`src/rtl/esn_pkg.sv`:
```
// Shared types and constants for the ESN step sequencer.
// FSM states, delay-line control word and float coefficients.
package esn_pkg;

  typedef enum logic [3:0] {
    S_IDLE,
    S_BIAS,
    S_IN,
    S_RES,
    S_DRAIN,
    S_WAIT,
    S_LEAK,
    S_WB,
    S_OUT,
    S_ODRAIN,
    S_YV,
    S_DONE
  } state_t;

  typedef enum logic [2:0] {
    PH_NONE,
    PH_BIAS,
    PH_IN,
    PH_RES,
    PH_LEAK,
    PH_OUT
  } phase_t;

  localparam int IDX_W = 16;

  typedef struct packed {
    phase_t           phase;
    logic             last;
    logic [IDX_W-1:0] addr;
  } ctrl_t;

  localparam ctrl_t CTRL_NONE = '{
    phase: PH_NONE,
    last:  1'b0,
    addr:  '0
  };

  localparam logic [31:0] A_COEF  = 32'h3E99999A;
  localparam logic [31:0] A1_COEF = 32'h3F333333;
  localparam logic [31:0] WOUTB   = 32'hBECC6D1F;

endpackage

```
`src/rtl/esn_ctrl_delay.sv`:
```
// Aligns issued control words with the data returned by the heap.
// Full words to the enable tap; a leak flag runs to the X2 tap.
module esn_ctrl_delay
  import esn_pkg::*;
#(
  parameter int DEPTH  = 4,
  parameter int EN_TAP = 1
) (
  input  logic  clk,
  input  logic  nrst,
  input  ctrl_t din,
  output ctrl_t en_tap,
  output logic  x2_hit
);

  ctrl_t [EN_TAP:0] q;
  logic  [DEPTH-1:0] lk;

  always_ff @(posedge clk or negedge nrst) begin
    if (!nrst) begin
      q  <= '0;
      lk <= '0;
    end else begin
      q  <= {q[EN_TAP-1:0], din};
      lk <= {lk[DEPTH-2:0], din.phase == PH_LEAK};
    end
  end

  assign en_tap = q[EN_TAP];
  assign x2_hit = lk[DEPTH-1];

endmodule

```
`src/rtl/esn_step_sequencer.sv`:
```
// Control FSM for one echo-state-network step over the MAC datapath.
// Optional cycle counter output cyc_cnt under ESN_PERF_CNT_EN.
module esn_step_sequencer
  import esn_pkg::*;
#(
  parameter int N_RES  = 16,
  parameter int N_IN   = 1,
  parameter int ADDR_W = 10,
  parameter int RD_LAT = 1
) (
  input  logic              clk,
  input  logic              nrst,
  input  logic              start,
  input  logic              act_done,
  output logic              busy,
  output logic              done,
  output logic [ADDR_W-1:0] winb_addr,
  output logic [ADDR_W-1:0] win_addr,
  output logic [ADDR_W-1:0] w_addr,
  output logic [ADDR_W-1:0] wout_addr,
  output logic [ADDR_W-1:0] x_rd_addr,
  output logic [ADDR_W-1:0] x_wr_addr,
  output logic              x_we,
  output logic              en_x1_n,
  output logic              en_x2_n,
  output logic              en_w_n,
  output logic              en_win_n,
  output logic              en_winb_n,
  output logic              en_wout_n,
  output logic              acc_clr,
  output logic              acc_last,
  output logic              act_start,
  output logic              y_valid
`ifdef ESN_PERF_CNT_EN
  ,
  output logic [31:0]       cyc_cnt
`endif
);

  localparam logic [ADDR_W-1:0] LAST_IN  = ADDR_W'(N_IN - 1);
  localparam logic [ADDR_W-1:0] LAST_RES = ADDR_W'(N_RES - 1);
  localparam logic [ADDR_W-1:0] LAST_DR  = ADDR_W'(RD_LAT);
  localparam logic [ADDR_W-1:0] N_IN_A   = ADDR_W'(N_IN);
  localparam logic [ADDR_W-1:0] N_RES_A  = ADDR_W'(N_RES);

  state_t state, nxt;
  logic [ADDR_W-1:0] row, cnt;
  logic [ADDR_W-2:0] in_xa;
  logic bank;
  ctrl_t push, tap;
  logic x2_hit;

  assign in_xa = (ADDR_W-1)'(N_RES) + cnt[ADDR_W-2:0];

  always_ff @(posedge clk or negedge nrst) begin
    if (!nrst) begin
      state     <= S_IDLE;
      row       <= '0;
      cnt       <= '0;
      bank      <= 1'b0;
      act_start <= 1'b0;
    end else begin
      state     <= nxt;
      act_start <= (state == S_DRAIN) && (nxt == S_WAIT);
      cnt       <= (state != nxt) ? '0 : cnt + 1'b1;
      if (state == S_IDLE)
        row <= '0;
      else if (state == S_WB && nxt == S_BIAS)
        row <= row + 1'b1;
      if (state == S_DONE)
        bank <= ~bank;
    end
  end

  always_comb begin
    nxt = state;
    unique case (state)
      S_IDLE:   if (start) nxt = S_BIAS;
      S_BIAS:   nxt = S_IN;
      S_IN:     if (cnt == LAST_IN) nxt = S_RES;
      S_RES:    if (cnt == LAST_RES) nxt = S_DRAIN;
      S_DRAIN:  if (cnt == LAST_DR) nxt = S_WAIT;
      S_WAIT:   if (act_done) nxt = S_LEAK;
      S_LEAK:   nxt = S_WB;
      // leave only once the leaky term has been written back
      S_WB:     if (x2_hit)
                  nxt = (row == LAST_RES) ? S_OUT : S_BIAS;
      S_OUT:    if (cnt == LAST_RES) nxt = S_ODRAIN;
      S_ODRAIN: if (cnt == LAST_DR) nxt = S_YV;
      S_YV:     nxt = S_DONE;
      S_DONE:   nxt = S_IDLE;
      default:  nxt = S_IDLE;
    endcase
  end

  always_comb begin
    winb_addr = '0;
    win_addr  = '0;
    w_addr    = '0;
    wout_addr = '0;
    x_rd_addr = '0;
    push      = CTRL_NONE;
    unique case (state)
      S_BIAS: begin
        winb_addr = row;
        push = '{phase: PH_BIAS, last: 1'b0,
                 addr: IDX_W'(row)};
      end
      S_IN: begin
        win_addr  = row * N_IN_A + cnt;
        x_rd_addr = {bank, in_xa};
        push = '{phase: PH_IN, last: 1'b0,
                 addr: IDX_W'(cnt)};
      end
      S_RES: begin
        w_addr    = row * N_RES_A + cnt;
        x_rd_addr = {bank, cnt[ADDR_W-2:0]};
        push = '{phase: PH_RES,
                 last: cnt == LAST_RES,
                 addr: IDX_W'(cnt)};
      end
      S_LEAK: begin
        x_rd_addr = {bank, row[ADDR_W-2:0]};
        push = '{phase: PH_LEAK, last: 1'b0,
                 addr: IDX_W'(row)};
      end
      S_OUT: begin
        wout_addr = cnt;
        x_rd_addr = {~bank, cnt[ADDR_W-2:0]};
        push = '{phase: PH_OUT,
                 last: cnt == LAST_RES,
                 addr: IDX_W'(cnt)};
      end
      default: ;
    endcase
  end

  esn_ctrl_delay #(
    .DEPTH  (RD_LAT + 3),
    .EN_TAP (RD_LAT)
  ) u_delay (
    .clk    (clk),
    .nrst   (nrst),
    .din    (push),
    .en_tap (tap),
    .x2_hit (x2_hit)
  );

  always_comb begin
    en_winb_n = !(tap.phase == PH_BIAS);
    en_win_n  = !(tap.phase == PH_IN);
    en_w_n    = !(tap.phase == PH_RES);
    en_wout_n = !(tap.phase == PH_OUT);
    en_x1_n   = !(tap.phase == PH_IN ||
                  tap.phase == PH_RES ||
                  tap.phase == PH_OUT);
    en_x2_n   = !x2_hit;
    acc_clr   = (tap.phase == PH_BIAS) ||
                (tap.phase == PH_OUT && tap.addr == '0);
    acc_last  = (tap.phase == PH_RES ||
                 tap.phase == PH_OUT) && tap.last;
    x_we      = x2_hit;
    x_wr_addr = x2_hit ? {~bank, row[ADDR_W-2:0]} : '0;
    busy      = (state != S_IDLE);
    done      = (state == S_DONE);
    y_valid   = (state == S_YV);
  end

`ifdef ESN_PERF_CNT_EN
  logic [31:0] run_cnt;

  always_ff @(posedge clk or negedge nrst) begin
    if (!nrst) begin
      run_cnt <= '0;
      cyc_cnt <= '0;
    end else begin
      if (state == S_IDLE)
        run_cnt <= 32'd1;
      else if (run_cnt != '1)
        run_cnt <= run_cnt + 32'd1;
      if (state == S_DONE)
        cyc_cnt <= run_cnt;
    end
  end
`endif

endmodule

```
`config.mk`:
```
export PLATFORM = sky130hd
export DESIGN_NAME = esn_step_sequencer
export DESIGN_NICKNAME = d
export VERILOG_FILES = /design/src/rtl/esn_pkg.sv /design/src/rtl/esn_ctrl_delay.sv /design/src/rtl/esn_step_sequencer.sv
export SDC_FILE = /design/constraint.sdc
export NUM_CORES = 1
export LEC_CHECK = 0
export BUFFER_PORTS_ARGS = -buffer_cell sky130_fd_sc_hd__buf_2
export CORE_MARGIN = 8
export CORE_UTILIZATION = 55
export DETAILED_ROUTE_END_ITERATION = 10
export GPL_ROUTABILITY_DRIVEN = 0
export PLACE_DENSITY = 0.8
export SLEW_MARGIN = 15
export SYNTH_ARGS = -nofsm -noshare
export SYNTH_HDL_FRONTEND = slang
export SYNTH_SLANG_ARGS = --single-unit
```
`constraint.sdc`:
```
create_clock -name clk -period 3 [get_ports clk]
set_input_delay 0.75 -clock clk [delete_from_list [all_inputs] [get_ports clk]]
set_output_delay 0.75 -clock clk [all_outputs]
set_load 0.02 [all_outputs]
```
==> flow_metrics.tcl <==
set metrics [dict create \
    outcome "finished clean" \
    ant_nets 0 \
    p_switching_mw 1.34 \
    syn_area_mm2 0.00372 \
    row_count 30 \
    cts_tree "built" \
    cts-buffers-inserted 9 \
    period_needed_ps 2950 \
    intPower_mw 1.88 \
    routed_via_density 6.11 \
    fill_cells 487 \
    drt_iter0_markers 510 \
    die_h_um 98.2 \
    synth_area_leaders "dfrtp_1, ha_1, and2_1" \
    post-synth-top-count-cell "dfrtp_1" \
    grt_max_degree 33 \
    initial_core_util_pct 55.7 \
    synth_compound_gate_area_share_pct 12.1 \
    layout-area-overhead-vs-synth_pct 27.4 \
    overflow 0 \
    numPortBuffers 76 \
    worstPathMaxFanout 3 \
    clock_latency_ps 350 \
    route.met3.wl_um 1240 \
    cts_sinks 58 \
    cp.required_ps 2250 \
    core_mm2 0.00668 \
    p_per_area_mw_per_mm2 680 \
    hold_violations 0 \
    synthAdderAreaFrac_pct 7.80 \
    wl_met1_um 4740 \
    swShare_pct 41.7 \
    drv_cap 0 \
    cpPeakStageDelay_ps 380 \
    synth_common_cells "dfrtp_1, nor2_1, and2_1, nand2_1, ha_1" \
    synth_edf_count 0 \
    leakage_nw 2.43 \
    yosys_warnings 0 \
    ys_async_sr_fraction_pct 100 \
    via_count 3658 \
    end_kind "primary output" \
    min_period_over_period_pct 98.5 \
    root_buffer "clkbuf_8" \
    crit_path_top_delay_cell "dfrtp_1" \
    max_slew_margin_pct 51.5 \
    max_clock_freq_mhz 339 \
    clk_pin_slew_ps 80 \
    synthMuxAreaShare_pct 0.807 \
    postPlaceCellArea_mm2 0.00434 \
    grtUsageTotal_pct 24.2 \
    pin_count 77 \
    synth_ff_type "dfrtp_1" \
    criticalPathCategory "reg2out" \
    synth.distinct_cells 57 \
    die_area_mm2 0.00965 \
    diodes 0 \
    finClkSkew_ps 16.4 \
    clkPwrFrac_pct 25.5 \
    route.detailed.wl_per_inst_um 19.4 \
    rsz0062_at_grt "true" \
    synth_xor_area_share_pct 6.12 \
    cp-start-kind "flip-flop" \
    peakVddDrop_mv 0.463 \
    antenna_found_initial 0 \
    clk_path_buf_depth 2 \
    synth_area_leader_cell "dfrtp_1" \
    yosysSeqAreaShare_pct 39.0 \
    drt-pass1-iter-count 6 \
    worst_pin_slew_ps 726 \
    finalSetupViolCount 0 \
    synth_area_per_cell_um2 9.07 \
    htreeDepth 3 \
    min_path_type "reg2reg" \
    die_x_um 98.2 \
    arrival_ps 2200 \
    netlist_instances 410 \
    ys_ff_latch 58 \
    postLayoutCellArea_mm2 0.00474 \
    finalMaxSlewViolations 0 \
    synth_top_area_share_pct 39.0 \
    drt-total-wl_um 11600 \
    synth_top_family_by_area "simple AND/OR/NAND/NOR gates" \
    grt_pass1_vias 3571 \
    path_cells "ha_2, inv_1, fa_2, nor2b_4, o21ai_1, a21oi_2, o211ai_1, mux2i_1, buf_4" \
    grt_pass1_wl_um 18600 \
    comb_power_share_pct 42.7 \
    highest-signal-layer "met4" \
    wl_met2_um 5320 \
    dp_hpwl_um 8260 \
    drc 0 \
    yosys.area_share.simple_pct 30.1 \
    layout.nets 540 \
    drive_above_1_share_pct 31.2 \
    seqPwrFrac_pct 31.7 \
    syn-num-nets 436 \
    finalPower_mw 3.22 \
]
## flip-flops by register name (all words and copies together), names as in the netlist
name and cells:
u_delay.en_tap 14, bank 1, cnt 10, state 4
act_start 1, u_delay.lk 4, row 10, u_delay.q 14
## stage by stage
| step | util, % | hold WS [ps] | TNS, ps | cells | setup slack [ps] |
|---|---|---|---|---|---|
| CTS | 69.4 | 350 | 0 | 594 | 0.301 |
| global placement | 64.9 | 331 | 0 | 576 | 290 |
| finish | 71.0 | 348 | 0 | 599 | 46.5 |
| detailed placement | 64.9 | 335 | 0 | 576 | 169 |
| global route | 71.0 | 351 | -121 | 599 | -41.0 |
| floorplan | - | 331 | 0 | 410 | 87.5 |
## critical path: cells and delay by family, from the launching register on
family | cells | cell delay, ps
fa+ha+maj | 2 | 560
compound gates | 3 | 400
flops | 1 | 380
buf+inv | 2 | 220
mux | 1 | 160
simple gates | 1 | 130
## cell usage in the layout, fill, tap and decap left out, types with 14 or more instances in the layout
cell | synthesis | layout
and2_1 | 33 | 33
buf_2 | 6 | 72
nand2_1 | 30 | 30
a21oi_1 | 17 | 14
nor2_1 | 42 | 42
o21ai_0 | 17 | 14
buf_4 | 0 | 40
ha_1 | 20 | 15
dfrtp_1 | 58 | 55
xnor2_1 | 14 | 14
## per-layer routing
layer,global-route usage (%),vias up
met5,0,-
met4,11.3,0
met3,7.54,40
met2,36.7,234
met1,30.6,1736
li1,-,1648
## repair_timing
action                                  in CTS  in global routing
hold buffers                                 0                  0
buffers inserted                             2                  5
endpoints found under the setup margin       7                 12
pin swaps                                    2                  6
gates resized for setup                     15                 19
## cell type report
cell class,count,area (µm²),area share [%]
Timing Repair Buffer,114,692,14.6
Multi-Input combinational cell,320,2230,47.1
Clock inverter,6,91.3,1.93
Sequential cell,58,1460,30.7
Tap cell,80,100,2.11
Clock buffer,10,128,2.69
Inverter,11,41.3,0.871
## cell families (layout without fill, tap and decap cells)
kind of cell,count (synthesis),count (layout)
fa+ha+maj,22,22
compound gates,70,70
xor+xnor,26,26
flops,58,58
simple gates,199,199
mux,3,3
buf+inv,32,141
## power groups by stage
| stage | Clock (mW) | Combinational [mW] | Sequential [mW] |
|---|---|---|---|
| 2_1_floorplan | 0 | 0.882 | 0.996 |
| 3_3_place_gp | 0 | 1.23 | 1.02 |
| 3_5_place_dp | 0 | 1.25 | 1.03 |
| 4_1_cts | 0.822 | 1.29 | 1.02 |
| 5_1_grt | 0.864 | 1.47 | 1.04 |
| 6_report | 0.823 | 1.38 | 1.02 |
## worst paths after layout
check,startpoint,to,slack [ps],cells after the start
setup / recovery,row[0],win_addr[8],50,9
hold / removal,u_delay.q[17],u_delay.en_tap[17],350,0
setup reg to reg,cnt[0],cnt[1],360,8
hold reg to reg,u_delay.q[17],u_delay.en_tap[17],350,0
max in group asynchronous,nrst,cnt[1],2000,2
min in group asynchronous,nrst,u_delay.q[18],400,1
No activity file was read; power rests on OpenSTA's default activity.
